`src/rtl/comparator_pkg.sv`:
```
// Shared constants for the three-input maximum selector: one-hot winner codes,
// the two-bit pair-stage index, and the default operand width.
package comparator_pkg;

    localparam int unsigned COMP_WIDTH_DEFAULT = 22;

    localparam logic [2:0] IDX_NONE = 3'b000;
    localparam logic [2:0] IDX_A    = 3'b001;
    localparam logic [2:0] IDX_B    = 3'b010;
    localparam logic [2:0] IDX_C    = 3'b100;

    // Index of the A/B pair winner, one-hot over {B, A}.
    typedef logic [1:0] ab_idx_t;
    localparam ab_idx_t AB_IDX_A = 2'b01;
    localparam ab_idx_t AB_IDX_B = 2'b10;

    function automatic ab_idx_t ab_idx_from_sel(input logic sel);
        return sel ? AB_IDX_B : AB_IDX_A;
    endfunction

    // C only wins when strictly greater than the pair winner.
    function automatic logic [2:0] onehot_winner(input ab_idx_t ab_idx, input logic fin_sel);
        return fin_sel ? IDX_C : {1'b0, ab_idx};
    endfunction

endpackage

```
`src/rtl/cmp_max2.sv`:
```
// Combinational two-operand unsigned maximum; sel = 0 when the first operand
// wins, including ties.
module cmp_max2
    import comparator_pkg::*;
#(
    parameter int unsigned p_width = COMP_WIDTH_DEFAULT
) (
    input  logic [p_width-1:0] i_x,
    input  logic [p_width-1:0] i_y,
    output logic [p_width-1:0] o_max,
    output logic               o_sel
);

    always_comb begin
        o_sel = (i_x < i_y);
        o_max = o_sel ? i_y : i_x;
    end

endmodule

```
`src/rtl/comparator_3in_max.sv`:
```
// Registered three-input unsigned max with one-hot winner (A > B > C on ties).
// Define COMPARATOR_3IN_PIPE_EN to register the A/B stage (latency 2).
module comparator_3in_max
    import comparator_pkg::*;
#(
    parameter int unsigned p_width = COMP_WIDTH_DEFAULT
) (
    input  logic               i_clk,
    input  logic               i_rst_n,
    input  logic [p_width-1:0] i_a,
    input  logic [p_width-1:0] i_b,
    input  logic [p_width-1:0] i_c,
    output logic [p_width-1:0] o_result,
    output logic [3:1]         o_index
);

    logic [p_width-1:0] ab_max;
    logic               ab_sel;
    logic [p_width-1:0] ab_val_s;
    ab_idx_t            ab_idx_s;
    logic [p_width-1:0] c_s;
    logic [p_width-1:0] fin_max;
    logic               fin_sel;

    logic [p_width-1:0] result_d, result_q;
    logic [3:1]         index_d,  index_q;

    cmp_max2 #(.p_width(p_width)) u_cmp_ab (
        .i_x   (i_a),
        .i_y   (i_b),
        .o_max (ab_max),
        .o_sel (ab_sel)
    );

`ifdef COMPARATOR_3IN_PIPE_EN
    logic [p_width-1:0] ab_val_d, ab_val_q;
    ab_idx_t            ab_idx_d, ab_idx_q;
    logic [p_width-1:0] c_d,      c_q;

    always_comb begin
        ab_val_d = ab_max;
        ab_idx_d = ab_idx_from_sel(ab_sel);
        c_d      = i_c;
    end

    always_ff @(posedge i_clk or negedge i_rst_n) begin
        if (!i_rst_n) begin
            ab_val_q <= '0;
            ab_idx_q <= AB_IDX_A;
            c_q      <= '0;
        end else begin
            ab_val_q <= ab_val_d;
            ab_idx_q <= ab_idx_d;
            c_q      <= c_d;
        end
    end

    always_comb begin
        ab_val_s = ab_val_q;
        ab_idx_s = ab_idx_q;
        c_s      = c_q;
    end
`else
    always_comb begin
        ab_val_s = ab_max;
        ab_idx_s = ab_idx_from_sel(ab_sel);
        c_s      = i_c;
    end
`endif

    cmp_max2 #(.p_width(p_width)) u_cmp_fin (
        .i_x   (ab_val_s),
        .i_y   (c_s),
        .o_max (fin_max),
        .o_sel (fin_sel)
    );

    always_comb begin
        result_d = fin_max;
        index_d  = onehot_winner(ab_idx_s, fin_sel);
    end

    always_ff @(posedge i_clk or negedge i_rst_n) begin
        if (!i_rst_n) begin
            result_q <= '0;
            index_q  <= IDX_NONE;
        end else begin
            result_q <= result_d;
            index_q  <= index_d;
        end
    end

    assign o_result = result_q;
    assign o_index  = index_q;

endmodule

```
`config.mk`:
```
export PLATFORM = sky130hd
export DESIGN_NAME = comparator_3in_max
export DESIGN_NICKNAME = d
export VERILOG_FILES = /design/src/rtl/comparator_pkg.sv /design/src/rtl/cmp_max2.sv /design/src/rtl/comparator_3in_max.sv
export SDC_FILE = /design/constraint.sdc
export NUM_CORES = 1
export LEC_CHECK = 0
export CAP_MARGIN = 25
export CORE_UTILIZATION = 44
export DETAILED_ROUTE_END_ITERATION = 10
export PLACE_DENSITY_LB_ADDON = 0.05
export SYNTH_ARGS = -nofsm -noshare
export SYNTH_HDL_FRONTEND = slang
export SYNTH_SLANG_ARGS = --single-unit
```
`constraint.sdc`:
```
create_clock -name i_clk -period 0.85 [get_ports i_clk]
set_clock_uncertainty 0.05 [all_clocks]
set_input_delay 0.17 -clock i_clk [delete_from_list [all_inputs] [get_ports i_clk]]
set_output_delay 0.17 -clock i_clk [all_outputs]
set_load 0.02 [all_outputs]
```
=== After elaboration in Yosys (flattened, before gate mapping) ===
Index checks and enable logic that the tools add are counted.

* Order comparisons: 2
* Multiplexer cells: 4

{| class="wikitable"
|+ Operator list
! operator !! number
|-
| $lt A22 B22 Y1 || 2
|-
| $mux W22 || 2
|-
| $mux W3 || 1
|-
| $mux W2 || 1
|}

* Register bits after elaboration: 25
* Bits of input ports: 68
* Output and inout bits: 25

=== Depth between registers and ports, before layout ===
* Word-level depth: 4
* Depth in mapped cells: 17

=== Modules after synthesis ===
Synthesis repeated with hierarchy kept, for this count alone.

* Cell total of the unflattened synthesis: 229
* Area total of the unflattened synthesis: 2,472.4 um^2

{| class="wikitable"
|+ By module, submodules not included
! module !! instances !! cells each !! area each (um^2) !! seq. area each (um^2)
|-
| cmp_max2 || 2 || 101 || 914.6 || 0.0
|-
| comparator_3in_max || 1 || 27 || 643.1 || 625.6
|}

=== Least setup slack after synthesis ===
No wires, ideal clock.

* Path type: in2reg
* Start: in i_b[3]
* End: reg result_q[16], in the netlist o_result[16]
* Setup time: 0.086 ns
* Data arrival time: 3.690 ns
* Data required time: 0.714 ns
* Slack: -2.976 ns
* Stages on the path: 17
* Cell sequence: inv_1 ha_1 a21o_1 a21o_1 a221o_1 a211oi_4 buf_4 mux2i_1 inv_1 ha_1 a211oi_1 o21ai_0 and3_1 a2111oi_0 nand3_1 buf_2 a32oi_1

* Word-level cells in the longest chain between the ends: 4

{| class="wikitable"
|+ Ends and longest elaborated chain
! element !! RTL line !! RTL
|-
| from (decl) || comparator_3in_max.sv:11 || <nowiki>input logic [p_width-1:0] i_b,</nowiki>
|-
| $lt A22 B22 Y1 || cmp_max2.sv:15 || <nowiki>o_sel = (i_x < i_y);</nowiki>
|-
| $mux W22 (*) || cmp_max2.sv:16 || <nowiki>o_max = o_sel ? i_y : i_x;</nowiki>
|-
| $lt A22 B22 Y1 || cmp_max2.sv:15 ||
|-
| $mux W22 (*) || cmp_max2.sv:16 ||
|-
| named net fin_max[16] || comparator_3in_max.sv:22 || <nowiki>logic [p_width-1:0] fin_max;</nowiki>
|-
| to (signal assigned) || comparator_3in_max.sv:88 || <nowiki>result_q <= result_d;</nowiki>
|-
| to (decl) || comparator_3in_max.sv:25 || <nowiki>logic [p_width-1:0] result_d, result_q;</nowiki>
|}

Mark *: on every way through the listed nets, which the timed path passes. The rest lies on a longest branch.

=== Final worst setup path ===
* Start: in i_a[20]
* End: reg result_q[2], in the netlist o_result[2]

* Word-level cells in the longest chain between the ends: 4

{| class="wikitable"
|+ Ends and longest elaborated chain
! element !! RTL line !! RTL
|-
| from (decl) || comparator_3in_max.sv:10 || <nowiki>input logic [p_width-1:0] i_a,</nowiki>
|-
| $lt A22 B22 Y1 || cmp_max2.sv:15 ||
|-
| $mux W22 (*) || cmp_max2.sv:16 ||
|-
| $lt A22 B22 Y1 || cmp_max2.sv:15 ||
|-
| $mux W22 (*) || cmp_max2.sv:16 ||
|-
| named net fin_max[2] || comparator_3in_max.sv:22 ||
|}

Marked as above.

==> key figures <==
Outcome
  • Status: finished, violations left
  • Violated checks: setup timing

Clocking
  • Clock tree from TritonCTS: done
  • H-tree levels: 1
  • Clock-pin slew on the worst setup and hold paths: 80 ps
  • Clock root cell: clkbuf_8
  • Clock buffer depth: 2
  • Sinks on Clock Net: 25
  • Hold Buf Count CTS: 0
  • CTS buffer count: 3

Yosys
  • Post-synth ARST share: 100%
  • Mux cell area share after synthesis: 8.31%
  • EDFF count, synth: 0
  • Syn_nets: 410
  • Seq cells post-synth: 25
  • Ys Warns: 0
  • Syn Area/Cell: 8.43 um2
  • Sequential fraction of the synthesis area: 24.7%
  • Synth Area in Adders: 20.8%
  • Synth Area in Compound Gates: 20.7%
  • Netlist cell types: 39
  • Cells after Synth: 300
  • Cell Area, Synth: 2530 um2
  • Main synth FF type: dfrtp_1
  • Area leader, netlist: dfrtp_1
  • Synth top area share: 24.7%
  • Post-synthesis xor/xnor area fraction: 0%
  • Largest cells by area after synthesis: dfrtp_1 25%, ha_1 21%, inv_1 10%
  • Simple-gate share of the synthesized area: 12.5%
  • Largest family of logic cells by synthesized area: adder cells

GRT
  • Initial antenna violation count: 0
  • Pin count of the biggest net entering global routing: 26
  • First-pass GRT wire length: 15700 um
  • Total track usage: 33.7%
  • Total gr overflow: 0
  • Vias in the first global route: 3257

STA
  • PnR worst setup slack: -3340 ps
  • Max_slew headroom: 72.6%
  • RSZ-0062 raised after global routing: true
  • Setup violators final: 50
  • Final Hold Vio Count: 0
  • Final period util: 493%
  • Max Slew Vio Count: 0
  • Worst Max-Slew Pin Slew: 409 ps
  • Fmax: 0.239 GHz
  • Tmin final: 4190 ps

Critical path
  • CP endpoint kind: flip-flop
  • Worst EP arrival: 4320 ps
  • Max FO, Critical Path: 23
  • Critical path type: in2reg
  • Nature of the critical path startpoint: primary input
  • Critical path required time: 980 ps

Cells and area
  • Area grow syn2layout: 109%
  • Commonest non-fill, non-tap cell in the layout: buf_4
  • Multi-input gate area: 2440 um2
  • Final net count: 596
  • Most frequent cells in the layout: 84 x buf_4, 53 x inv_1, 33 x buf_6
  • Flip-flop and latch area: 626 um2
  • Diodes inserted: 0
  • Post-Layout Cell Count: 557
  • Layout cells sized above 1: 58.4%
  • Fill cells: 131

Place
  • DP Worst Slack: -3630 ps
  • Hpwl dp: 6060 um
  • Port Buffers: 92
  • Gp weighted congestion: 0.865
  • Placed insts: 524

Route
  • Number of vias per cell: 6.68
  • WL final: 14900 um
  • Iteration-0 DRC Markers: 405
  • Wire length per cell: 26.7 um
  • DRT Pass-1 Iters: 6
  • # DRC: 0
  • DR vias: 3722
  • ANT nets after route: 0

Power
  • PwrDens: 1320 nW/um2
  • Pleak: 2.45 nW
  • VDD IR max: 0.00119 V

Floorplanning
  • Number of core rows: 27
  • Starting Density: 45.7%
  • Full die area: 6060 um2
  • IO Pins: 93
  • Placeable Area: 5540 um2
  • Die width: 77.8 um
  • Die Ht: 77.8 um

Worst hold path
  • Hold WC Path Type: in2async

Job
  • Maxcap violations: 0
cell usage after synthesis (2+ instances only):
| cell | n |
|---|---|
| a21oi_1 | 9 |
| a32oi_1 | 21 |
| a21o_1 | 5 |
| o21ai_0 | 8 |
| o21a_1 | 4 |
| a211oi_1 | 5 |
| and3_1 | 3 |
| nor2_1 | 9 |
| nand2b_1 | 2 |
| ha_1 | 42 |
| clkbuf_1 | 7 |
| buf_6 | 2 |
| o211a_1 | 2 |
| buf_2 | 2 |
| dfrtp_1 | 25 |
| nand2_1 | 11 |
| nor3_1 | 28 |
| buf_4 | 2 |
| nand4_1 | 3 |
| nand3_1 | 4 |
| mux2i_1 | 21 |
| inv_1 | 68 |
repair_timing:
| item | 4_1_cts | 5_1_grt |
|---|---|---|
| gates resized for setup | 372 | 67 |
| setup buffers | 16 | 8 |
| setup endpoints to repair | 50 | 50 |
| pin swaps | 29 | 14 |
| cloned | 3 | 3 |
state kept, by name (all words and copies together) (netlist names):
signal / flops
o_result: 22
o_index: 3
power by group:
part,internal [mW],total [mW],switching [mW]
registers,1.42,1.55,0.126
clock network,0.335,0.683,0.347
logic,2.38,4.75,2.36
total,4.14,6.98,2.84
worst max-delay path, cell delays in order:
cell	delay [ps]
clkdlybuf4s15_2	220
ha_4	270
a21oi_1	240
a21boi_1	160
or2_4	300
a211oi_4	400
buf_12	180
buf_4	110
mux2i_2	270
inv_1	80
ha_1	330
nand4_1	290
nor3_2	120
a31o_4	250
a211oi_2	310
nand2_1	170
buf_12	200
a32oi_1	230
kinds of logic after synthesis:
kind of cell             after synthesis
buffers and inverters                 81
AND/OR/NAND/NOR                       64
AO/OA/AOI/OAI                         67
multiplexers                          21
flip-flops                            25
adder cells (fa/ha/maj)               42
final timing paths:
check                         from      endpoint  slack (ps)  cells after the start
max in group asynchronous  i_rst_n   o_result[9]         410                      2
worst min-delay path       i_rst_n  o_result[21]         200                      2
min in group i_clk          i_b[2]   o_result[2]         430                      4
worst max-delay path       i_a[20]   o_result[2]       -3340                     18
cell type report:
type	instances	share of cell area (%)
Multi-Input combinational cell	194	46.1
Timing Repair Buffer	194	34.4
Sequential cell	25	11.8
Inverter	68	5.07
Tap cell	72	1.71
Clock buffer	4	0.853
metrics by stage:
step / hold WS [ps] / area (um2) / setup TNS (ps) / utilization (%) / power, mW
after global routing: 207 / 5280 / -88120 / 95.3 / 7.18
after floorplan: -176 / 2630 / -67560 / - / 3.01
final: 202 / 5280 / -86130 / 95.3 / 6.98
after global placement: 486 / 4150 / -93360 / 74.9 / 4.52
after detailed placement: 503 / 4150 / -96130 / 74.9 / 4.59
after CTS: 222 / 4850 / -71900 / 87.6 / 5.97
metal layers:
metal  wire length (um)  part of all wire [%]  track usage, %
met1               4960                    33            37.9
met2               6930                    47            60.7
met3               1530                    10            5.29
met4               1440                   9.7            18.1
met5                  0                     0               0
(Power assumes the default switching activity.)
